`src/rtl/vga_timing_gen_pkg.sv`:
```
// Shared VGA timing definitions: 640x480@60 defaults, derived totals, sync windows
// and the RGB332 field layout used by the timing generator and the renderer.
package vga_timing_gen_pkg;

    localparam int DEF_H_VISIBLE = 640;
    localparam int DEF_H_FRONT   = 16;
    localparam int DEF_H_SYNC    = 96;
    localparam int DEF_H_BACK    = 48;
    localparam int DEF_V_VISIBLE = 480;
    localparam int DEF_V_FRONT   = 10;
    localparam int DEF_V_SYNC    = 2;
    localparam int DEF_V_BACK    = 33;
    localparam int DEF_PIX_DIV   = 2;
    localparam bit DEF_SYNC_POL  = 1'b0;

    localparam int H_TOTAL  = DEF_H_VISIBLE + DEF_H_FRONT + DEF_H_SYNC + DEF_H_BACK;
    localparam int V_TOTAL  = DEF_V_VISIBLE + DEF_V_FRONT + DEF_V_SYNC + DEF_V_BACK;
    localparam int HS_START = DEF_H_VISIBLE + DEF_H_FRONT;
    localparam int HS_END   = HS_START + DEF_H_SYNC;
    localparam int VS_START = DEF_V_VISIBLE + DEF_V_FRONT;
    localparam int VS_END   = VS_START + DEF_V_SYNC;

    localparam int CNT_W = 10;

    localparam int R_HI = 7;
    localparam int R_LO = 5;
    localparam int G_HI = 4;
    localparam int G_LO = 2;
    localparam int B_HI = 1;
    localparam int B_LO = 0;

    typedef struct packed {
        logic [7:0] r;
        logic [7:0] g;
        logic [7:0] b;
    } rgb888_t;

    // Bit replication keeps full-scale codes at full scale (111 -> FF, 00 -> 00).
    function automatic rgb888_t expand_rgb332(input logic [7:0] c);
        rgb888_t o;
        o.r = {c[R_HI:R_LO], c[R_HI:R_LO], c[R_HI:R_HI-1]};
        o.g = {c[G_HI:G_LO], c[G_HI:G_LO], c[G_HI:G_HI-1]};
        o.b = {4{c[B_HI:B_LO]}};
        return o;
    endfunction

endpackage

```
`src/rtl/vga_timing_gen_pix_div.sv`:
```
// Pixel-rate divider: pix_en strobes on the last system clock of each pixel and
// vga_clk is a registered half-period square wave rising mid-pixel.
module vga_timing_gen_pix_div #(
    parameter int PIX_DIV = 2
) (
    input  logic clk_i,
    input  logic rst_i,
    output logic pix_en_o,
    output logic vga_clk_o
);

    localparam int               DIV_W    = $clog2(PIX_DIV);
    localparam logic [DIV_W-1:0] DIV_MAX  = DIV_W'(PIX_DIV - 1);
    localparam logic [DIV_W-1:0] DIV_HALF = DIV_W'(PIX_DIV / 2);

    logic [DIV_W-1:0] div_q;
    logic [DIV_W-1:0] div_d;
    logic             vga_clk_q;

    assign pix_en_o = (div_q == DIV_MAX);

    always_comb begin
        div_d = pix_en_o ? '0 : div_q + 1'b1;
    end

    always_ff @(posedge clk_i) begin
        if (rst_i) begin
            div_q     <= '0;
            vga_clk_q <= 1'b0;
        end else begin
            div_q     <= div_d;
            vga_clk_q <= (div_d >= DIV_HALF);
        end
    end

    assign vga_clk_o = vga_clk_q;

endmodule

```
`src/rtl/vga_timing_gen.sv`:
```
// VGA raster timing generator: pixel request counters, sync decode and a one-pixel
// registered output stage feeding the video DAC.
module vga_timing_gen
    import vga_timing_gen_pkg::*;
#(
    parameter int H_VISIBLE = DEF_H_VISIBLE,
    parameter int H_FRONT   = DEF_H_FRONT,
    parameter int H_SYNC    = DEF_H_SYNC,
    parameter int H_BACK    = DEF_H_BACK,
    parameter int V_VISIBLE = DEF_V_VISIBLE,
    parameter int V_FRONT   = DEF_V_FRONT,
    parameter int V_SYNC    = DEF_V_SYNC,
    parameter int V_BACK    = DEF_V_BACK,
    parameter int PIX_DIV   = DEF_PIX_DIV,
    parameter bit SYNC_POL  = DEF_SYNC_POL
) (
    input  logic             clk,
    input  logic             rst,
    output logic [CNT_W-1:0] next_x,
    output logic [CNT_W-1:0] next_y,
    input  logic [7:0]       color_in,
    output logic [7:0]       vga_r,
    output logic [7:0]       vga_g,
    output logic [7:0]       vga_b,
    output logic             vga_hs,
    output logic             vga_vs,
    output logic             vga_blank_n,
    output logic             vga_clk,
    output logic             frame_start
);

    localparam logic [CNT_W-1:0] H_VIS  = CNT_W'(H_VISIBLE);
    localparam logic [CNT_W-1:0] H_MAX  = CNT_W'(H_VISIBLE + H_FRONT + H_SYNC + H_BACK - 1);
    localparam logic [CNT_W-1:0] HS_BEG = CNT_W'(H_VISIBLE + H_FRONT);
    localparam logic [CNT_W-1:0] HS_FIN = CNT_W'(H_VISIBLE + H_FRONT + H_SYNC);
    localparam logic [CNT_W-1:0] V_VIS  = CNT_W'(V_VISIBLE);
    localparam logic [CNT_W-1:0] V_MAX  = CNT_W'(V_VISIBLE + V_FRONT + V_SYNC + V_BACK - 1);
    localparam logic [CNT_W-1:0] VS_BEG = CNT_W'(V_VISIBLE + V_FRONT);
    localparam logic [CNT_W-1:0] VS_FIN = CNT_W'(V_VISIBLE + V_FRONT + V_SYNC);

    logic             pix_en;
    logic [CNT_W-1:0] h_cnt_q, h_cnt_d;
    logic [CNT_W-1:0] v_cnt_q, v_cnt_d;
    logic             active;
    rgb888_t          rgb_d, rgb_q;
    logic             hs_d, hs_q;
    logic             vs_d, vs_q;
    logic             blank_n_q;
    logic             frame_start_q;

    vga_timing_gen_pix_div #(
        .PIX_DIV (PIX_DIV)
    ) u_pix_div (
        .clk_i     (clk),
        .rst_i     (rst),
        .pix_en_o  (pix_en),
        .vga_clk_o (vga_clk)
    );

    always_comb begin
        h_cnt_d = h_cnt_q;
        v_cnt_d = v_cnt_q;
        if (pix_en) begin
            if (h_cnt_q == H_MAX) begin
                h_cnt_d = '0;
                v_cnt_d = (v_cnt_q == V_MAX) ? '0 : v_cnt_q + 1'b1;
            end else begin
                h_cnt_d = h_cnt_q + 1'b1;
            end
        end
    end

    // Decode from the pre-increment counters so outputs trail next_x by one pixel.
    always_comb begin
        active = (h_cnt_q < H_VIS) && (v_cnt_q < V_VIS);
        rgb_d  = active ? expand_rgb332(color_in) : '0;
        hs_d   = ((h_cnt_q >= HS_BEG) && (h_cnt_q < HS_FIN)) ? SYNC_POL : ~SYNC_POL;
        vs_d   = ((v_cnt_q >= VS_BEG) && (v_cnt_q < VS_FIN)) ? SYNC_POL : ~SYNC_POL;
    end

    always_ff @(posedge clk) begin
        if (rst) begin
            h_cnt_q       <= '0;
            v_cnt_q       <= '0;
            rgb_q         <= '0;
            blank_n_q     <= 1'b0;
            hs_q          <= ~SYNC_POL;
            vs_q          <= ~SYNC_POL;
            frame_start_q <= 1'b0;
        end else begin
            h_cnt_q       <= h_cnt_d;
            v_cnt_q       <= v_cnt_d;
            frame_start_q <= pix_en && (h_cnt_q == '0) && (v_cnt_q == '0);
            if (pix_en) begin
                rgb_q     <= rgb_d;
                blank_n_q <= active;
                hs_q      <= hs_d;
                vs_q      <= vs_d;
            end
        end
    end

    assign next_x      = h_cnt_q;
    assign next_y      = v_cnt_q;
    assign vga_r       = rgb_q.r;
    assign vga_g       = rgb_q.g;
    assign vga_b       = rgb_q.b;
    assign vga_hs      = hs_q;
    assign vga_vs      = vs_q;
    assign vga_blank_n = blank_n_q;
    assign frame_start = frame_start_q;

endmodule

```
`config.mk`:
```
export PLATFORM = sky130hd
export DESIGN_NAME = vga_timing_gen
export DESIGN_NICKNAME = d
export VERILOG_FILES = /design/src/rtl/vga_timing_gen_pkg.sv /design/src/rtl/vga_timing_gen_pix_div.sv /design/src/rtl/vga_timing_gen.sv
export SDC_FILE = /design/constraint.sdc
export NUM_CORES = 1
export LEC_CHECK = 0
export ABC_AREA = 1
export CORE_MARGIN = 2
export CORE_UTILIZATION = 49
export DETAILED_ROUTE_END_ITERATION = 10
export PLACE_DENSITY = 0.84
export REMOVE_ABC_BUFFERS = 1
export SLEW_MARGIN = 5
export SYNTH_ARGS = -nofsm -noshare
export SYNTH_HDL_FRONTEND = slang
export SYNTH_SLANG_ARGS = --single-unit
export TNS_END_PERCENT = 1
```
`constraint.sdc`:
```
create_clock -name clk -period 3.2 [get_ports clk]
set_input_delay 0.64 -clock clk [delete_from_list [all_inputs] [get_ports clk]]
set_output_delay 0.64 -clock clk [all_outputs]
set_load 0.05 [all_outputs]
```
Word level (Yosys, flattened, before mapping)
Index checks and enable logic that the tools add are counted.

Logic and storage cells: 37. Bits in registers: 50. Input bits: 10.

Eq/ne operators: 2. Reduce and logical (&&, ||, !) cells: 8. Magnitude comparators: 7. Muxes and demuxes: 6. Add/sub/neg operators: 3.

Operator list (number): $mux 24 (1); $add 10x1->10 const B (2); $eq 10x10->1 const B (2); $logic_not 10->1 (2); $lt 10x10->1 const B (2); $lt 10x9->1 const B (2); $mux 10 (2); $ge 10x10->1 const B (1); $ge 10x9->1 const B (1); $logic_and 1x1->1 (5); $mux 1 (3); $reduce_and 2->1 (1); $add 1x1->1 const B (1); $ge 1x1->1 const B (1).

Logic depth before layout (Yosys ltp)
Gate-level depths: netlist (run 1).

Depth after elaboration: 3. Depth in mapped cells: 9. Mapped depth without buffers: 9.

Modules after synthesis
Synthesis (run 1) repeated with hierarchy kept, for this count alone.

Cells, all modules: 268. Area, all modules: 1829.3 um^2.

Modules (own cells, without submodules): vga_timing_gen (area an instance 1798.0 um^2, seq. area each 640.6 um^2, instances 1, cells an instance 265); vga_timing_gen_pix_div (area an instance 31.3 um^2, seq. area each 20.0 um^2, instances 1, cells an instance 3).

Worst setup path after synthesis (run 1)
OpenSTA, ideal clock, no wires.

Path kind: flip-flop to flip-flop. Start point: register h_cnt_q[1] (netlist: next_x[1]). End point: register v_cnt_q[6] (netlist: next_y[6]). Path buffers: 0. Path slack: 1.459 ns. Required time: 3.085 ns. Cell stages (with the launch flop): 9. Data arrival time: 1.626 ns. Path through: dfxtp_1 -> ha_1 -> nand2_2 -> nor2_4 -> nand3_4 -> nor2_1 -> nand2_1 -> nand2_1 -> nor2_1.

Cells in the longest elaborated chain, start to end: 2.

Ends and longest elaborated chain: start, declared (line vga_timing_gen.sv:42) `logic [CNT_W-1:0] h_cnt_q, h_cnt_d;`; start signal, assigned (line vga_timing_gen.sv:91) `h_cnt_q <= h_cnt_d;`; $eq 10x10->1 (line vga_timing_gen.sv:64) `if (h_cnt_q == H_MAX) begin`; $reduce_and 2->1 (no line); end signal, assigned (line vga_timing_gen.sv:92) `v_cnt_q <= v_cnt_d;`; end, declared (line vga_timing_gen.sv:43) `logic [CNT_W-1:0] v_cnt_q, v_cnt_d;`.

Every way passes these cells. A chain may end at the register's enable or synchronous reset.

Final worst setup path (run 1)
Start point: register u_pix_div.vga_clk_q (netlist: u_pix_div.vga_clk_o). End point: output vga_clk.

RTL lines: start, declared (line vga_timing_gen_pix_div.sv:18) `logic vga_clk_q;`; start signal, assigned (line vga_timing_gen_pix_div.sv:32) `vga_clk_q <= (div_d >= DIV_HALF);`; end, declared (line vga_timing_gen.sv:28) `output logic vga_clk,`.

No word-level cell between the ends.

==> results.md, run 1 <==
* Clock latency on the worst-skew pair at 0.29 ns
* # diodes at 0
* Largest delay contributor family on the critical path: buffers and inverters
* H-tree depth at 2
* Final critical path time including I/O delays and setup at 2.38 ns
* Wire length per cell after detailed routing at approximately 11 um
* Syn. warnings at 0
* Net count of the finished layout at roughly 320
* Gate Count Post-Synth at 256
* Slew Limit Fails at 0
* Total number of vias at around 1,700
* Proportion of netlist area held by the largest area contributor at 36.2%
* Largest vdd supply drop at 0.000315 V
* Die Area at 0.00422 mm2
* Cell chain of the critical path: clkdlybuf4s50_1
* CTS buffer count at 5
* Synth area leader: sky130_fd_sc_hd__dfxtp_1
* Path class of the lowest-slack min-delay path: flip-flop to flip-flop
* Ys async rst share at 0%
* Maximum number of pins on one net before global-route repair at 12
* I/O pin total at between 50 and 60
* Setup violation total in the final timing report at 0
* Critical path buffers and inverters at 1
* Number of remaining DRC errors at 0
* Worst reg2reg startpoint: next_x[1]$_SDFFE_PP0P_
* Total grt overflow at 0
* Sum of net half-perimeters after detailed placement at 2990 um
* All-Layer GR Usage at around a fifth
* DIE HEIGHT at roughly 65 um
* Final sum of negative setup slack at 0 ns
* Most used DFF post-synth: sky130_fd_sc_hd__dfxtp_1
* Post-synthesis cell area at 0.00182 mm2
* Status: finished clean
* Rel. slew slack at roughly three fifths
* Post-CTS setup buffer count at 0
* Clock-pin slew on the worst setup and hold paths at about 0.060 ns
* Reg power frac at between 40 and 50%
* Most used standard cells in the synthesized netlist: sky130_fd_sc_hd__nand2_1 (55), sky130_fd_sc_hd__nor2_1 (36), sky130_fd_sc_hd__dfxtp_1 (33), sky130_fd_sc_hd__inv_1 (33), sky130_fd_sc_hd__buf_4 (17)
* Worst endpoint data arrival time at approximately 1.7 ns
* Post-DRT Antenna Nets at 0
* Initial Utilization at slightly above 50%
* Die width at approximately 65 um
* Fraction of final layout cells sized beyond drive strength 1 at around 10%
* Number of antenna violations at the first check in global routing at 0
* Sequential element share of the synthesized area at 36.2%
* First-pass GRT wire length at about 6500 um
* Ranking of synthesized cells by area: sky130_fd_sc_hd__dfxtp_1 (36%), sky130_fd_sc_hd__nand2_1 (11%), sky130_fd_sc_hd__nor2_1 (7.4%), sky130_fd_sc_hd__buf_4 (7.0%), sky130_fd_sc_hd__inv_1 (6.8%)
* Endpoint required time on the critical path at 2.56 ns
* Final wirelength at about 4000 um
* Vias in the first global route at approximately 1,500
* Max Cap Viol at 0
* CTS Root Cell: sky130_fd_sc_hd__clkbuf_8
* Standby leakage power at a little under 0.001 uW
* Last weighted congestion value of the routability-driven placer at approximately 0.84
* R2R setup slack at approximately 1.6 ns
* Power density over the cells at 378 mW/mm2
* Hold-critical path endpoint: vga_blank_n$_SDFFE_PP0P_
* Area growth from synthesis to layout at 31.9%
* Sw Ratio at between 30% and 40%
* Switching component of the power at 278 uW
* Highest achievable clock rate at roughly 420 MHz
* Number of DRC markers in iteration 0 at 84
* Total of fill cells in the finished design at between 300 and 400
* FP Rows at 22
* Slowest cell on the critical path: sky130_fd_sc_hd__clkdlybuf4s50_1
* Storage cell area at about 660 um2
* Count of different cell masters after synthesis at 28
* Synthesized area per cell at a little over 7 um2
* Clock skew after layout at ~0.007 ns
* Post_cts resized at 0
* Port-buffer cells at 58
* Maximum fanout along the worst path at 10
* Setup repair after global routing missed its margin: false
* Cell internal pwr at 630 uW
* Number of clock sinks at 33
* Number of enable flip-flop cells after synthesis at 0
* Number of cells traversed by the worst register-to-register path at 8
* Area of combinational cells with multiple inputs at between 800 and 900 um2
* Crit Path Class: flip-flop to primary output
* Final hold violation count at 0
* Hold Path Depth at 2
* Maximum buffer depth of the clock tree at 2
* Worst slew pin tran at 0.622 ns
* Most frequently used cell type in the post-synthesis netlist: sky130_fd_sc_hd__nand2_1
* Post-synthesis register bit count at 33
* Area of the core at about 0.0036 mm2
* Crit-path max cell delay at ~0.88 ns
* Critical Path Start Type: flip-flop
* Number of vias per cell at 4.87
* Share of power burned in the clock network at 32.9%
* Nature of the critical path endpoint: primary output
* Clock tree from TritonCTS: built
* Crit share post-route at roughly three quarters
* 1st-pass router iterations at 4
* Share of total power in combinational logic at approximately a fifth
* Number of hold buffers added after cts at 0
* FF-to-FF End: next_y[4]$_SDFFE_PP0P_
* Worst hold path startpoint: vga_blank_n$_SDFFE_PP0P_
* Total chip power at between 900 and 1000 uW
logic make-up (layout without fill, tap and decap cells):
family                     count (synthesis)  after routing  synth area share, %
adders and majority gates                  4              4                 2.75
DFF                                       33             33                 36.2
and+or+nand+nor                          134            134                 34.7
buffers and inverters                     58            104                 15.7
xor gates and xnor gates                   4              4                 1.92
AOI/OAI and AO/OA                         23             23                 8.72
placed cells by master (no fill, tap or decap), types with 5 or more instances in the layout:
cell type and n:
sky130_fd_sc_hd__nand2_1 55, sky130_fd_sc_hd__dfxtp_1 33, sky130_fd_sc_hd__inv_1 33, sky130_fd_sc_hd__nand3_1 15
sky130_fd_sc_hd__o21ai_2 8, sky130_fd_sc_hd__nor3_1 7, sky130_fd_sc_hd__clkdlybuf4s50_1 58, sky130_fd_sc_hd__clkbuf_8 5
sky130_fd_sc_hd__o21bai_1 5, sky130_fd_sc_hd__nand4_1 7, sky130_fd_sc_hd__a21oi_1 6, sky130_fd_sc_hd__nor2_1 36
final cells by class:
class | count | area share [%]
Multi-Input combinational cell | 165 | 36.4
Sequential cell | 33 | 27.5
Timing Repair Buffer | 58 | 24.1
Inverter | 38 | 6.04
Clock buffer | 6 | 3.02
Tap cell | 48 | 2.50
Clock inverter | 2 | 0.416
worst max path at each step:
| stage | endpoint | slack, ns | cells after the start | startpoint |
|---|---|---|---|---|
| finish | vga_clk | 0.82 | 1 | u_pix_div.vga_clk_o$_SDFF_PP0_ |
| floorplan | vga_b[0] | 0.99 | 0 | vga_b[6]$_SDFFE_PP0P_ |
| CTS | vga_clk | 0.82 | 1 | u_pix_div.vga_clk_o$_SDFF_PP0_ |
| global route | vga_clk | 0.74 | 1 | u_pix_div.vga_clk_o$_SDFF_PP0_ |
| detailed placement | vga_vs$_SDFFE_PP1P_ | 0.91 | 5 | rst |
| global placement | vga_vs$_SDFFE_PP1P_ | 0.98 | 5 | rst |
state kept, by name, summed over array words and instances, names as in the netlist:
register	flops
next_y	10
frame_start	1
vga_hs	1
vga_vs	1
next_x	10
vga_r	3
vga_b	2
vga_blank_n	1
vga_g	3
u_pix_div.vga_clk_o	1
per-stage QoR:
stage | std cells | hold WS, ns | cell area (um2) | utilization (%) | setup slack (ns)
4_1_cts | 350 | 0.461 | 2400 | 66.7 | 0.817
3_5_place_dp | 342 | 0.448 | 2320 | 64.4 | 0.907
2_1_floorplan | 236 | 0.675 | 1680 | - | 0.991
5_1_grt | 350 | 0.499 | 2400 | 66.7 | 0.745
6_report | 350 | 0.458 | 2400 | 66.7 | 0.825
3_3_place_gp | 342 | 0.437 | 2320 | 64.4 | 0.978
routing by layer:
layer / vias to the layer above / part of all wire (%) / global-route usage [%]
li1: 886 / - / -
met1: 756 / 44 / 23.0
met2: 58 / 46 / 33.1
met3: 6 / 8.9 / 8.16
met4: 0 / 1.4 / 7.71
met5: - / 0 / 0
power groups by stage:
| stage | clock network, uW | registers, uW | logic [uW] |
|---|---|---|---|
| final | 299 | 435 | 174 |
| after global routing | 322 | 436 | 183 |
| after CTS | 306 | 435 | 176 |
| after detailed placement | 0 | 444 | 175 |
| after global placement | 0 | 443 | 173 |
| after floorplan | 0 | 522 | 31.8 |
No activity file was read; power rests on OpenSTA's default activity.
==> inputs of run 2 (changes only) <==
--- a/config.mk
+++ b/config.mk
@@ -7,9 +7,9 @@
 export LEC_CHECK = 0
 export ABC_AREA = 1
 export CORE_MARGIN = 2
-export CORE_UTILIZATION = 49
+export CORE_UTILIZATION = 46
 export DETAILED_ROUTE_END_ITERATION = 10
-export PLACE_DENSITY = 0.84
+export PLACE_DENSITY = 0.8
 export REMOVE_ABC_BUFFERS = 1
 export SLEW_MARGIN = 5
 export SYNTH_ARGS = -nofsm -noshare
==> constraint.sdc (replaced) <==
create_clock -name clk -period 2.4 [get_ports clk]
set_input_delay 0.48 -clock clk [delete_from_list [all_inputs] [get_ports clk]]
set_output_delay 0.48 -clock clk [all_outputs]
set_load 0.05 [all_outputs]
==> run 2 against run 1 <==
Routed wire length is 2.4% higher; power is 35% higher; flip-flop and latch count stayed put; combinational power is 39% higher; cell count is 0.57% higher; via count is 0.64% higher; first-iteration DRC count is 88% higher; die area is 6.1% higher; global-route usage is 0.23 points higher; critical path depth stayed put; sequential share of layout area is 0.30 points lower; worst hold slack better by 0.0047 ns; critical path type unchanged; highest routed layer unchanged.
==> results.md, run 2 (synthesized netlist as in run 1, its figures left out) <==
* Endpoint required time on the critical path at roughly 1.9 ns
* Post-CTS setup buffer count at 0
* Cell chain of the critical path: clkdlybuf4s50_1
* Crit-path max cell delay at between 0.8 and 0.9 ns
* Area of the core at between 0.003 and 0.004 mm2
* Final wirelength at between 4000 and 5000 um
* Number of clock sinks at 33
* Max Cap Viol at 0
* Net count of the finished layout at around 320
* Clock-pin slew on the worst setup and hold paths at 0.06 ns
* Power density over the cells at 506 mW/mm2
* Worst endpoint data arrival time at 1.65 ns
* FP Rows at 22
* Storage cell area at between 600 and 700 um2
* # diodes at 0
* Post_cts resized at 0
* Hold-critical path endpoint: vga_blank_n$_SDFFE_PP0P_
* Initial Utilization at 48.7%
* All-Layer GR Usage at between 20% and 30%
* Number of antenna violations at the first check in global routing at 0
* DIE HEIGHT at 67.0 um
* 1st-pass router iterations at 4
* Setup violation total in the final timing report at 0
* Final sum of negative setup slack at 0 ns
* Clock tree from TritonCTS: built
* Top library cells by usage in the layout, fill and taps aside: sky130_fd_sc_hd__clkdlybuf4s50_1 (58), sky130_fd_sc_hd__nand2_1 (55), sky130_fd_sc_hd__nor2_1 (36)
* Final critical path time including I/O delays and setup at between 2 and 2.5 ns
* Maximum fanout along the worst path at 10
* Number of cells traversed by the worst register-to-register path at 8
* Post-DRT Antenna Nets at 0
* Total number of vias at approximately 1,700
* Most common cell after layout, fill and taps aside: sky130_fd_sc_hd__clkdlybuf4s50_1
* Crit Path Class: flip-flop to primary output
* Worst reg2reg startpoint: next_x[1]$_SDFFE_PP0P_
* Setup repair after global routing missed its margin: false
* First-pass GRT wire length at 6840 um
* Crit share post-route at 88.8%
* Sum of net half-perimeters after detailed placement at ~3100 um
* Critical Path Start Type: flip-flop
* Highest achievable clock rate at 469 MHz
* Vias in the first global route at roughly 1,600
* Nature of the critical path endpoint: primary output
* Largest delay contributor family on the critical path: buffers and inverters
* Status: finished clean
* Number of vias per cell at between 4 and 5
* FF-to-FF End: next_y[4]$_SDFFE_PP0P_
* Worst hold path startpoint: vga_blank_n$_SDFFE_PP0P_
* Total chip power at ~1200 uW
* Largest vdd supply drop at between 0.0003 and 0.0004 V
* Area growth from synthesis to layout at 33.4%
* Die Area at 0.00448 mm2
* Fraction of final layout cells sized beyond drive strength 1 at between 10% and 20%
* Final hold violation count at 0
* Standby leakage power at 0.000988 uW
* Die width at roughly 67 um
* Worst slew pin tran at between 0.5 and 0.6 ns
* Path class of the lowest-slack min-delay path: flip-flop to flip-flop
* Number of remaining DRC errors at 0
* Number of hold buffers added after cts at 0
* Area of combinational cells with multiple inputs at approximately 900 um2
* Clock latency on the worst-skew pair at about 0.28 ns
* CTS Root Cell: sky130_fd_sc_hd__clkbuf_8
* Number of DRC markers in iteration 0 at ~160
* Wire length per cell after detailed routing at ~12 um
* Port-buffer cells at 58
* Total of fill cells in the finished design at roughly 340
* Clock skew after layout at roughly 0.0099 ns
* Post-route cell area at approximately 0.0024 mm2
* Area after detailed placement at around 0.0023 mm2
* Slew Limit Fails at 0
* Slowest cell on the critical path: sky130_fd_sc_hd__clkdlybuf4s50_1
* Total grt overflow at 0
* Maximum number of pins on one net before global-route repair at 11
* Rel. slew slack at between 60% and 70%
* R2R setup slack at 0.81 ns
* Critical path buffers and inverters at 1
* CTS buffer count at 5
* H-tree depth at 2
* Hold Path Depth at 2
* Maximum buffer depth of the clock tree at 2
* I/O pin total at just under 60
* Last weighted congestion value of the routability-driven placer at 0.906
==> run 2: metrics by stage <==
stage	util, %	hold WS (ns)	setup WS, ns	cells
6_report	64.9	0.463	0.269	352
5_1_grt	64.9	0.496	0.189	352
3_5_place_dp	62.6	0.454	0.561	345
4_1_cts	64.9	0.464	0.265	352
3_3_place_gp	62.6	0.446	0.604	345
2_1_floorplan	-	0.549	0.351	236
==> run 2: area by class of cell <==
| cell class | count | area share, % |
|---|---|---|
| Tap cell | 48 | 2.47 |
| Clock buffer | 7 | 3.55 |
| Multi-Input combinational cell | 165 | 36.0 |
| Timing Repair Buffer | 61 | 24.8 |
| Sequential cell | 33 | 27.2 |
| Inverter | 38 | 5.97 |
==> run 2: per-layer routing <==
metal / global-route usage (%) / vias to the layer above / part of all wire [%]
li1: - / 880 / -
met1: 22.6 / 767 / 43
met2: 34.4 / 61 / 47
met3: 7.43 / 9 / 8.7
met4: 8.67 / 0 / 2.0
met5: 0 / - / 0
==> run 2: power by group <==
| part | total [uW] | leakage [uW] | internal [uW] | switching, uW |
|---|---|---|---|---|
| registers | 576 | 0.000268 | 562 | 13.7 |
| clock network | 413 | 0.0000443 | 227 | 186 |
| logic | 241 | 0.000676 | 81.3 | 159 |
| total | 1230 | 0.000988 | 871 | 359 |
==> run 2: worst max-delay path by stage <==
stage / start / endpoint / slack (ns) / cells after the start
5_1_grt: next_y[4]$_SDFFE_PP0P_ / next_y[4] / 0.19 / 1
4_1_cts: next_y[4]$_SDFFE_PP0P_ / next_y[4] / 0.27 / 1
3_5_place_dp: rst / vga_r[5]$_SDFFE_PP0P_ / 0.56 / 6
6_report: next_y[4]$_SDFFE_PP0P_ / next_y[4] / 0.27 / 1
2_1_floorplan: vga_b[6]$_SDFFE_PP0P_ / vga_b[0] / 0.35 / 0
3_3_place_gp: rst / vga_b[6]$_SDFFE_PP0P_ / 0.60 / 6
==> run 2: worst reg2reg max path, stage by stage, from the launching register on <==
cell	delay [ns]
sky130_fd_sc_hd__dfxtp_1	0.42
sky130_fd_sc_hd__ha_1	0.25
sky130_fd_sc_hd__nand3_1	0.13
sky130_fd_sc_hd__nor2_1	0.16
sky130_fd_sc_hd__nand2_1	0.09
sky130_fd_sc_hd__nor2_1	0.21
sky130_fd_sc_hd__nand3_1	0.11
sky130_fd_sc_hd__nand2_1	0.09
sky130_fd_sc_hd__nor2_1	0.04
